--- config.mk ---
export PLATFORM = sky130hd
export DESIGN_NAME = spi_cmd_decoder
export DESIGN_NICKNAME = d
export VERILOG_FILES = /design/src/rtl/spi_cmd_decoder_pkg.sv /design/src/rtl/spi_cmd_decoder_edge_sync.sv /design/src/rtl/spi_cmd_decoder.sv
export SDC_FILE = /design/constraint.sdc
export NUM_CORES = 1
export LEC_CHECK = 0
export BUFFER_PORTS_ARGS = -buffer_cell sky130_fd_sc_hd__buf_2
export CAP_MARGIN = 5
export CORE_MARGIN = 3
export CORE_UTILIZATION = 53
export DETAILED_ROUTE_END_ITERATION = 8
export PLACE_DENSITY = 0.82
export RECOVER_POWER = 25
export SYNTH_ARGS = -nofsm -noshare
export SYNTH_HDL_FRONTEND = slang
export SYNTH_SLANG_ARGS = --single-unit
--- constraint.sdc ---
create_clock -name i_sys_clk -period 2.43 [get_ports i_sys_clk]
set_input_delay 0.1215 -clock i_sys_clk [delete_from_list [all_inputs] [get_ports i_sys_clk]]
set_output_delay 0.1215 -clock i_sys_clk [all_outputs]
set_load 0.1 [all_outputs]
--- src/rtl/spi_cmd_decoder_pkg.sv ---
// Shared definitions for the SPI command decoder: FSM states, opcode field
// positions and the number of addressable control modules.
package spi_cmd_decoder_pkg;

  typedef enum logic [2:0] {
    ST_IDLE    = 3'd0,
    ST_OPCODE  = 3'd1,
    ST_FETCH   = 3'd2,
    ST_CAPTURE = 3'd3,
    ST_DATA    = 3'd4,
    ST_LOAD    = 3'd5,
    ST_HOLD    = 3'd6
  } state_t;

  localparam int OP_RW_BIT = 7;
  localparam int OP_MOD_HI = 6;
  localparam int OP_MOD_LO = 5;
  localparam int OP_IOC_HI = 4;
  localparam int OP_IOC_LO = 0;
  localparam int MOD_W     = OP_MOD_HI - OP_MOD_LO + 1;
  localparam int IOC_W     = OP_IOC_HI - OP_IOC_LO + 1;
  localparam int NUM_MODS  = 4;

  function automatic logic [NUM_MODS-1:0] mod_onehot(input logic [MOD_W-1:0] mod);
    logic [NUM_MODS-1:0] oh;
    oh      = '0;
    oh[mod] = 1'b1;
    return oh;
  endfunction

endpackage

--- src/rtl/spi_cmd_decoder_edge_sync.sv ---
// Brings the asynchronous SPI pins into the system clock domain and produces
// single-cycle edge pulses for SCK and nCS.
module spi_edge_sync #(
  parameter int SYNC_STAGES = 2
) (
  input  logic i_sys_clk,
  input  logic i_rst,
  input  logic i_sck,
  input  logic i_ncs,
  input  logic i_mosi,
  output logic o_sck_rise,
  output logic o_sck_fall,
  output logic o_ncs_rise,
  output logic o_ncs_fall,
  output logic o_ncs_sync,
  output logic o_mosi_sync
);

  logic [SYNC_STAGES-1:0] sck_q;
  logic [SYNC_STAGES-1:0] ncs_q;
  logic [SYNC_STAGES-1:0] mosi_q;
  logic                   sck_prev_q;
  logic                   ncs_prev_q;

  // Reset presets the chains to an idle bus so no phantom edge follows reset.
  always_ff @(posedge i_sys_clk) begin
    if (i_rst) begin
      sck_q      <= '0;
      ncs_q      <= '1;
      sck_prev_q <= 1'b0;
      ncs_prev_q <= 1'b1;
    end else begin
      sck_q      <= {sck_q[SYNC_STAGES-2:0], i_sck};
      ncs_q      <= {ncs_q[SYNC_STAGES-2:0], i_ncs};
      sck_prev_q <= sck_q[SYNC_STAGES-1];
      ncs_prev_q <= ncs_q[SYNC_STAGES-1];
    end
  end

  // MOSI uses the same depth so it stays aligned with the SCK edge pulses.
  always_ff @(posedge i_sys_clk) begin
    mosi_q <= {mosi_q[SYNC_STAGES-2:0], i_mosi};
  end

  assign o_sck_rise  =  sck_q[SYNC_STAGES-1] & ~sck_prev_q;
  assign o_sck_fall  = ~sck_q[SYNC_STAGES-1] &  sck_prev_q;
  assign o_ncs_rise  =  ncs_q[SYNC_STAGES-1] & ~ncs_prev_q;
  assign o_ncs_fall  = ~ncs_q[SYNC_STAGES-1] &  ncs_prev_q;
  assign o_ncs_sync  =  ncs_q[SYNC_STAGES-1];
  assign o_mosi_sync =  mosi_q[SYNC_STAGES-1];

endmodule

--- src/rtl/spi_cmd_decoder.sv ---
// SPI slave that decodes a two-byte {opcode, data} frame into register
// read/write strobes for up to four control modules.
module spi_cmd_decoder
  import spi_cmd_decoder_pkg::*;
#(
  parameter int SYNC_STAGES = 2
) (
  input  logic                  i_sys_clk,
  input  logic                  i_rst,
  input  logic                  i_sck,
  input  logic                  i_ncs,
  input  logic                  i_mosi,
  output logic                  o_miso,
  output logic                  o_miso_oe,
  output logic [IOC_W-1:0]      o_ioc,
  output logic [7:0]            o_data_in,
  output logic [NUM_MODS-1:0]   o_cs,
  output logic                  o_fetch_cmd,
  output logic                  o_load_cmd,
  input  logic [8*NUM_MODS-1:0] i_mod_data,
  output logic                  o_frame_err
);

  logic sck_rise, sck_fall, ncs_rise, ncs_fall, ncs_sync, mosi_sync;

  spi_edge_sync #(.SYNC_STAGES(SYNC_STAGES)) u_sync (
    .i_sys_clk   (i_sys_clk),
    .i_rst       (i_rst),
    .i_sck       (i_sck),
    .i_ncs       (i_ncs),
    .i_mosi      (i_mosi),
    .o_sck_rise  (sck_rise),
    .o_sck_fall  (sck_fall),
    .o_ncs_rise  (ncs_rise),
    .o_ncs_fall  (ncs_fall),
    .o_ncs_sync  (ncs_sync),
    .o_mosi_sync (mosi_sync)
  );

  state_t               state_q;
  logic [2:0]           cnt_q;
  logic                 rw_q;
  logic [MOD_W-1:0]     mod_q;
  logic [IOC_W-1:0]     ioc_q;
  logic [NUM_MODS-1:0]  cs_q;
  logic [7:0]           data_in_q;
  logic                 fetch_q, load_q, err_q, miso_q;
  logic [6:0]           rx_q;
  logic [7:0]           tx_q;
  logic [7:0]           rx_byte_d;
  logic [7:0]           mod_byte_d;

  assign rx_byte_d  = {rx_q, mosi_sync};
  assign mod_byte_d = i_mod_data[{mod_q, 3'b000} +: 8];

  // Shift registers carry no control meaning, so they are left unreset.
  always_ff @(posedge i_sys_clk) begin
    if (sck_rise) rx_q <= rx_byte_d[6:0];
    if (state_q == ST_CAPTURE)
      tx_q <= {mod_byte_d[6:0], 1'b0};
    else if (state_q == ST_DATA && sck_fall && rw_q && cnt_q != 3'd0)
      tx_q <= {tx_q[6:0], 1'b0};
  end

  always_ff @(posedge i_sys_clk) begin
    if (i_rst) begin
      state_q   <= ST_IDLE;
      cnt_q     <= '0;
      rw_q      <= 1'b0;
      mod_q     <= '0;
      ioc_q     <= '0;
      cs_q      <= '0;
      data_in_q <= '0;
      fetch_q   <= 1'b0;
      load_q    <= 1'b0;
      err_q     <= 1'b0;
      miso_q    <= 1'b0;
    end else begin
      fetch_q <= 1'b0;
      load_q  <= 1'b0;
      err_q   <= 1'b0;
      unique case (state_q)
        ST_IDLE: begin
          miso_q <= 1'b0;
          cnt_q  <= '0;
          if (ncs_fall) state_q <= ST_OPCODE;
        end
        ST_OPCODE: begin
          if (ncs_rise) begin
            state_q <= ST_IDLE;
            err_q   <= 1'b1;
            cs_q    <= '0;
          end else if (sck_rise) begin
            if (cnt_q == 3'd7) begin
              cnt_q <= '0;
              rw_q  <= rx_byte_d[OP_RW_BIT];
              mod_q <= rx_byte_d[OP_MOD_HI:OP_MOD_LO];
              ioc_q <= rx_byte_d[OP_IOC_HI:OP_IOC_LO];
              cs_q  <= mod_onehot(rx_byte_d[OP_MOD_HI:OP_MOD_LO]);
              if (rx_byte_d[OP_RW_BIT]) begin
                state_q <= ST_FETCH;
                fetch_q <= 1'b1;
              end else begin
                state_q <= ST_DATA;
              end
            end else begin
              cnt_q <= cnt_q + 3'd1;
            end
          end
        end
        ST_FETCH: begin
          if (ncs_rise) begin
            state_q <= ST_IDLE;
            err_q   <= 1'b1;
            cs_q    <= '0;
          end else begin
            state_q <= ST_CAPTURE;
          end
        end
        ST_CAPTURE: begin
          if (ncs_rise) begin
            state_q <= ST_IDLE;
            err_q   <= 1'b1;
            cs_q    <= '0;
          end else begin
            state_q <= ST_DATA;
            miso_q  <= mod_byte_d[7];
          end
        end
        ST_DATA: begin
          if (ncs_rise) begin
            state_q <= ST_IDLE;
            err_q   <= 1'b1;
            cs_q    <= '0;
            miso_q  <= 1'b0;
          end else begin
            // The trailing fall of the opcode byte arrives with cnt_q still 0;
            // skipping it keeps the MSB on the line for the first read sample.
            if (sck_fall && rw_q && cnt_q != 3'd0) miso_q <= tx_q[7];
            if (sck_rise) begin
              if (cnt_q == 3'd7) begin
                cnt_q  <= '0;
                miso_q <= 1'b0;
                if (rw_q) begin
                  state_q <= ST_HOLD;
                end else begin
                  data_in_q <= rx_byte_d;
                  load_q    <= 1'b1;
                  state_q   <= ST_LOAD;
                end
              end else begin
                cnt_q <= cnt_q + 3'd1;
              end
            end
          end
        end
        ST_LOAD: state_q <= ST_HOLD;
        ST_HOLD: begin
          miso_q <= 1'b0;
          if (ncs_sync) begin
            state_q <= ST_IDLE;
            cs_q    <= '0;
          end
        end
        default: state_q <= ST_IDLE;
      endcase
    end
  end

  assign o_miso      = miso_q;
  assign o_miso_oe   = ~ncs_sync;
  assign o_ioc       = ioc_q;
  assign o_data_in   = data_in_q;
  assign o_cs        = cs_q;
  assign o_fetch_cmd = fetch_q;
  assign o_load_cmd  = load_q;
  assign o_frame_err = err_q;

endmodule

After elaboration in Yosys (flattened, before gate mapping)
Index checks and enable logic that the tools add are counted.
Word-level totals
  register bits: 52
  output and inout port bits: 22
  logic and storage cells: 115
  input port bits: 37
Operators by class
  multiplexer cells: 36
  shift operators: 1
  bitwise gates (word level): 15
  magnitude comparators: 2
  reduce and logical (&&, ||, !) cells: 25
  add/subtract/negate cells: 1
  eq/ne operators: 17
Operators with widths (count)
  $mux W3: 13
  $shiftx A32 B6 Y8: 1
  $pmux W3 S7: 1
  $mux W4: 5
  $mux W8: 2
  $eq A3 B3 Y1 const B: 4
  $pmux W4 S3: 1
  $not A1 Y1: 11
  $reduce_and A5 Y1: 2
  $reduce_or A5 Y1: 2
  $mux W1: 9
  $ne A3 B3 Y1 const B: 3
  $reduce_bool A3 Y1: 3
  $eq A3 B2 Y1 const B: 2
  $logic_and A1 B1 Y1: 6
  $ne A2 B1 Y1 const B: 3
  $ne A2 B2 Y1 const B: 3
  $pmux W3 S2: 1
  $reduce_and A6 Y1: 1
  $reduce_or A2 Y1: 3
  $and A1 B1 Y1: 4
  $mux W2: 2
  $reduce_and A4 Y1: 1
  $reduce_bool A2 Y1: 2
  other kinds (12): 12

Logic depth before layout (Yosys ltp)
  depth after elaboration: 9
  gate-level depth with buffers: 7

Modules after synthesis
A second synthesis with hierarchy kept.
Second synthesis, totals
  cell total of the unflattened synthesis: 214
  area, all modules: 2396.0 um^2
Modules (own cells, without submodules)
  spi_cmd_decoder: cells each 196, seq. area each 1021.0 um^2, area an instance 2173.3 um^2, times used 1
  spi_edge_sync: cells each 18, seq. area each 160.2 um^2, area an instance 222.7 um^2, times used 1

Least setup slack after synthesis
Ideal clock, no wire load.
  kind: register -> register
  from: register state_q[0]
  to: register tx_q[1] (enable)
  library setup time: 393 ps
  cell stages (with the launch flop): 4
  arrival: 1655 ps
  slack: 382 ps
  cells stage by stage: dfxtp_1 -> buf_2 -> or3b_4 -> o41ai_1
Between the ends
  word-level cells in the longest chain between the ends: 5
  elaborated cells between the ends (all ways): 6
  classes of those cells: eq/ne (2); reduce/logical (4)
Ends and longest elaborated chain
  start: declaration: line spi_cmd_decoder.sv:40  | state_t state_q;
  start signal: assignment: line spi_cmd_decoder.sv:67  | state_q <= ST_IDLE;
  start signal: assignment: line spi_cmd_decoder.sv:86  | if (ncs_fall) state_q <= ST_OPCODE;
  start signal: assignment: line spi_cmd_decoder.sv:90  | state_q <= ST_IDLE;
  $eq A3 B3 Y1: line spi_cmd_decoder.sv:61  | else if (state_q == ST_DATA && sck_fall && rw_q && cnt_q != 3'd0)
  $logic_and A1 B1 Y1 (3 in a row): line spi_cmd_decoder.sv:61
  $reduce_bool A2 Y1 (no line) (*)
  end signal: assignment: line spi_cmd_decoder.sv:60  | tx_q <= {mod_byte_d[6:0], 1'b0};
  end signal: assignment: line spi_cmd_decoder.sv:62  | tx_q <= {tx_q[6:0], 1'b0};
  end: declaration: line spi_cmd_decoder.sv:49  | logic [7:0] tx_q;
Mark *: on every way between the ends. The rest lies on a longest branch, timed or not.
A chain may end at the register's enable or synchronous reset.

Final worst setup path
  from: register state_q[0]
  to: register data_in_q[0], in the netlist o_data_in[0]
Between the ends
  word-level cells in the longest chain between the ends: 2
Ends and longest elaborated chain
  $eq A3 B3 Y1: line spi_cmd_decoder.sv:82  | unique case (state_q)
  $reduce_and A5 Y1 (no line)
  end signal: assignment: line spi_cmd_decoder.sv:147  | data_in_q <= rx_byte_d;
  end: declaration: line spi_cmd_decoder.sv:46  | logic [7:0] data_in_q;
Every way passes these cells.

==> impl_table.tex <==
\begin{tabular}{lr}
\hline
Metric & Value \\
\hline
\multicolumn{2}{l}{\textbf{Clock tree}} \\
Count of hold buffers inserted by post-cts repair & 2 \\
\# resized after CTS & 0 \\
Number of setup buffers added after CTS & 0 \\
Clock tree from TritonCTS & done \\
Num CTS Buffers & 5 \\
Total clock sinks & 52 \\
Buffer type at the clock tree root & clkbuf\_8 \\
Level count of the clock H-tree & 2 \\
Number of buffers between clock root and the deepest sink & 2 \\
Clock edge transition at the registers on the reported setup and hold paths & 0.09 ns \\
Clock insertion delay at the later pin of the skew report & 0.30 ns \\
\multicolumn{2}{l}{\textbf{Worst setup path}} \\
Worst Path Class, Setup & flop to flop \\
Kind of launch point of the worst setup path & flop \\
Launching element of the worst setup path & state\_q[0]\$\_SDFFE\_PP0P\_ \\
Slowest library cell on the worst path & or4\_4 \\
Top fanout value on the critical path & 18 \\
Top cell family by delay on the critical path & simple AND/OR/NAND/NOR gates \\
Critical register-to-register path startpoint & state\_q[0]\$\_SDFFE\_PP0P\_ \\
Data arrival time of the worst path & 2.17 ns \\
Req. time, crit path & 2.55 ns \\
Critical path capture point type & flop \\
Total buffers and inverters traversed by the critical path & 0 \\
Cell breakdown of the critical path & or3b\_4 > or4\_4 > mux2i\_1 > nor2\_1 \\
Largest stage delay, worst path & 0.63 ns \\
\multicolumn{2}{l}{\textbf{Synthesis}} \\
Flops \& latches, synth & 52 \\
Top cells by area, synth & dfxtp\_1 32\%, edfxtp\_1 18\%, mux2i\_1 9.2\% \\
Syn avg cell area & 11.2 µm² \\
Register area share after synthesis & 49.2\% \\
Post-synth top area cell & dfxtp\_1 \\
Area of the mapped netlist & 0.00240 mm² \\
Net count after synthesis & 255 \\
Post-synthesis cell count & 215 \\
Area share of the leading cell type in the synthesized netlist & 31.7\% \\
Synthesis Warnings & 0 \\
Count of distinct cell types in the synthesized netlist & 46 \\
\multicolumn{2}{l}{\textbf{Drt}} \\
Starting DRT DRC Count & 214 \\
Total wire length & 4900 µm \\
Detailed Routing Iterations Pass 1 & 4 \\
Routed vias/inst & 5.78 \\
Final routed wire length divided by cell count & 15.1 µm \\
Number of nets with antenna violations after routing & 0 \\
Total via count after detailed routing & 1880 \\
Drc violations & 0 \\
\multicolumn{2}{l}{\textbf{Placement}} \\
HPWL after DPL & 3650 µm \\
Dpl cell area & 0.00273 mm² \\
\# port buffers & 58 \\
RePlAce Congestion & 0.919 \\
\multicolumn{2}{l}{\textbf{Timing}} \\
Worst Clk Skew & 0.00412 ns \\
Max frequency & 488 MHz \\
Headroom to the max-slew limit & -6.78\% \\
Worst-Margin Slew & 1.60 ns \\
Clock period minus worst slack & 2.05 ns \\
Slew Limit Fails & 41 \\
Setup TNS & 0 ns \\
Unrepaired setup endpoints after global routing & no \\
Number of setup violations in the final report & 0 \\
Number of failing hold endpoints at the final stage & 0 \\
Final cycle utilization of the critical path & 84.3\% \\
Worst hold slack after final layout & 0.0290 ns \\
\multicolumn{2}{l}{\textbf{Die}} \\
Core area & 0.00417 mm² \\
Site Rows & 23 \\
Vert. Die Dim & 73.3 µm \\
IO Count & 59 \\
Die width & 73.3 µm \\
DIE AREA & 0.00537 mm² \\
Starting Density & 57.5\% \\
\multicolumn{2}{l}{\textbf{Finish}} \\
Diode insertion count for antenna repair & 0 \\
Synth-to-layout area growth & 17.8\% \\
Share of cells above drive strength 1 & 30.9\% \\
Total non-filler cell area in the finished layout & 0.00283 mm² \\
Utilization after layout & 67.7\% \\
Final layout net count & 314 \\
\multicolumn{2}{l}{\textbf{Outcome}} \\
Status & finished, violations left \\
Failing checks & capacitance limit, slew limit \\
\multicolumn{2}{l}{\textbf{Flow run}} \\
Number of maximum-capacitance violations & 1 \\
\multicolumn{2}{l}{\textbf{Pwr}} \\
Peak supply drop & 253 µV \\
Total power per unit cell area & 528 mW/mm² \\
Post-layout power & 1.49 mW \\
Combinational Power Share & 6.4\% \\
Static leakage power & 1.22 nW \\
Int Pwr & 1.15 mW \\
Switching power summed over all nets & 0.338 mW \\
Fraction of power consumed by sequential logic & 61.1\% \\
Clk network pwr share & 32.5\% \\
Switching power share of the total & 22.7\% \\
\multicolumn{2}{l}{\textbf{GRT}} \\
Global-route wire length before repair & 8280 µm \\
Via count of the first global-routing pass & 1842 \\
Overall global routing resource usage & 19.7\% \\
Maximum number of pins on one net before global-route repair & 41 \\
Initial antenna violation count & 0 \\
Sum of overflow across all layers after global routing & 0 \\
\multicolumn{2}{l}{\textbf{Worst hold path}} \\
Hold Path Origin & i\_sck \\
Tightest Hold Check Type & input pin to flop \\
\hline
\end{tabular}
-- cells in the mapped netlist, drive strengths merged --
master,instances
a2111oi,2
a211o,1
a211oi,4
a21bo,1
a21boi,1
a21o,1
a21oi,1
a221oi,2
a22o,1
a31oi,2
a32oi,1
and3b,1
buf,5
clkbuf,9
dfxtp,38
edfxtp,14
ha,3
inv,6
mux2,6
mux2i,22
mux4,8
nand2,9
nand2b,9
nand3,1
nand3b,3
nand4,2
nor2,26
nor2b,9
nor3,4
nor3b,1
nor4b,1
o2111ai,1
o21ai,6
o31a,1
o31ai,2
o32a,1
o41ai,2
or2,4
or3b,1
or4,1
or4bb,1
xnor2,1
-- cells by family after synthesis --
kind of cell	synth area share, %
compound gates	9.33
xor+xnor	0.365
fa+ha+maj	1.56
buf+inv	3.86
flops	49.2
mux	19.5
simple gates	16.2
-- area by class of cell --
cell class / instances / area, µm²
Fill cell: 330 / 1350
Tap cell: 50 / 62.6
Sequential cell: 52 / 1180
Multi-Input combinational cell: 143 / 1130
Inverter: 6 / 22.5
Clock inverter: 2 / 15.0
Clock buffer: 6 / 72.6
Timing Repair Buffer: 66 / 347
-- cells in the final DEF (no fill, tap or decap), drive strengths merged, types with 2 or more instances in the layout --
cell type / synthesis / layout
nand4: 2 / 2
buf: 5 / 57
nand2b: 9 / 9
a221oi: 2 / 2
mux2i: 22 / 22
inv: 6 / 7
a31oi: 2 / 2
nor3: 4 / 4
dlygate4sd3: 0 / 2
clkbuf: 9 / 13
mux2: 6 / 6
a211oi: 4 / 4
or2: 4 / 4
ha: 3 / 3
o21ai: 6 / 6
nand2: 9 / 9
mux4: 8 / 8
a2111oi: 2 / 2
nand3b: 3 / 3
o31ai: 2 / 2
o41ai: 2 / 2
nor2: 26 / 26
nor2b: 9 / 9
edfxtp: 14 / 14
dfxtp: 38 / 38
-- per-stage QoR --
| stage | std cells | worst slack (ns) |
|---|---|---|
| after detailed placement | 315 | 0.446 |
| final | 325 | 0.382 |
| after floorplan | 215 | 0.382 |
| after global placement | 315 | 0.533 |
| after global routing | 325 | 0.288 |
| after CTS | 325 | 0.450 |
-- registers in the layout, summed over array words and instances, names as in the netlist, 2 cells and up --
register	cells
u_sync.mosi_q	2
u_sync.ncs_q	2
u_sync.sck_q	2
cnt_q	3
o_cs	4
o_ioc	5
rx_q	7
state_q	3
o_data_in	8
mod_q	2
tx_q	7
-- per-layer routing --
| layer | global-route usage [%] | vias to the layer above | wire, µm |
|---|---|---|---|
| li1 | - | 904 | - |
| met3 | 3.42 | 7 | 339 |
| met4 | 6.64 | 0 | 72 |
| met2 | 34.0 | 85 | 2470 |
| met1 | 25.0 | 884 | 2020 |
| met5 | 0 | - | 0 |
-- worst register-to-register path, delay by kind of cell (launching register included) --
kind,cells,cell delay (ns)
multiplexers,1,0.20
flip-flops,1,0.50
AND/OR/NAND/NOR,3,1.17
-- power groups by stage --
stage               Sequential (mW)  Combinational [mW]  Clock (mW)
floorplan                     0.924              0.0596           0
global placement              0.929              0.0910           0
detailed placement            0.930              0.0941           0
CTS                           0.910              0.0967       0.498
global route                  0.913               0.106       0.527
finish                        0.911              0.0961       0.484
-- path summary, 6_finish.rpt --
kind / slack (ns) / endpoint / depth (start not counted)
max: 0.38 / o_data_in[0]$_SDFFE_PP0P_ / 4
min: 0.03 / u_sync.sck_q[0]$_SDFF_PP0_ / 2
max reg2reg: 0.38 / o_data_in[0]$_SDFFE_PP0P_ / 4
min reg2reg: 0.33 / u_sync.mosi_q[1]$_DFF_P_ / 0
(Power assumes the default switching activity.)
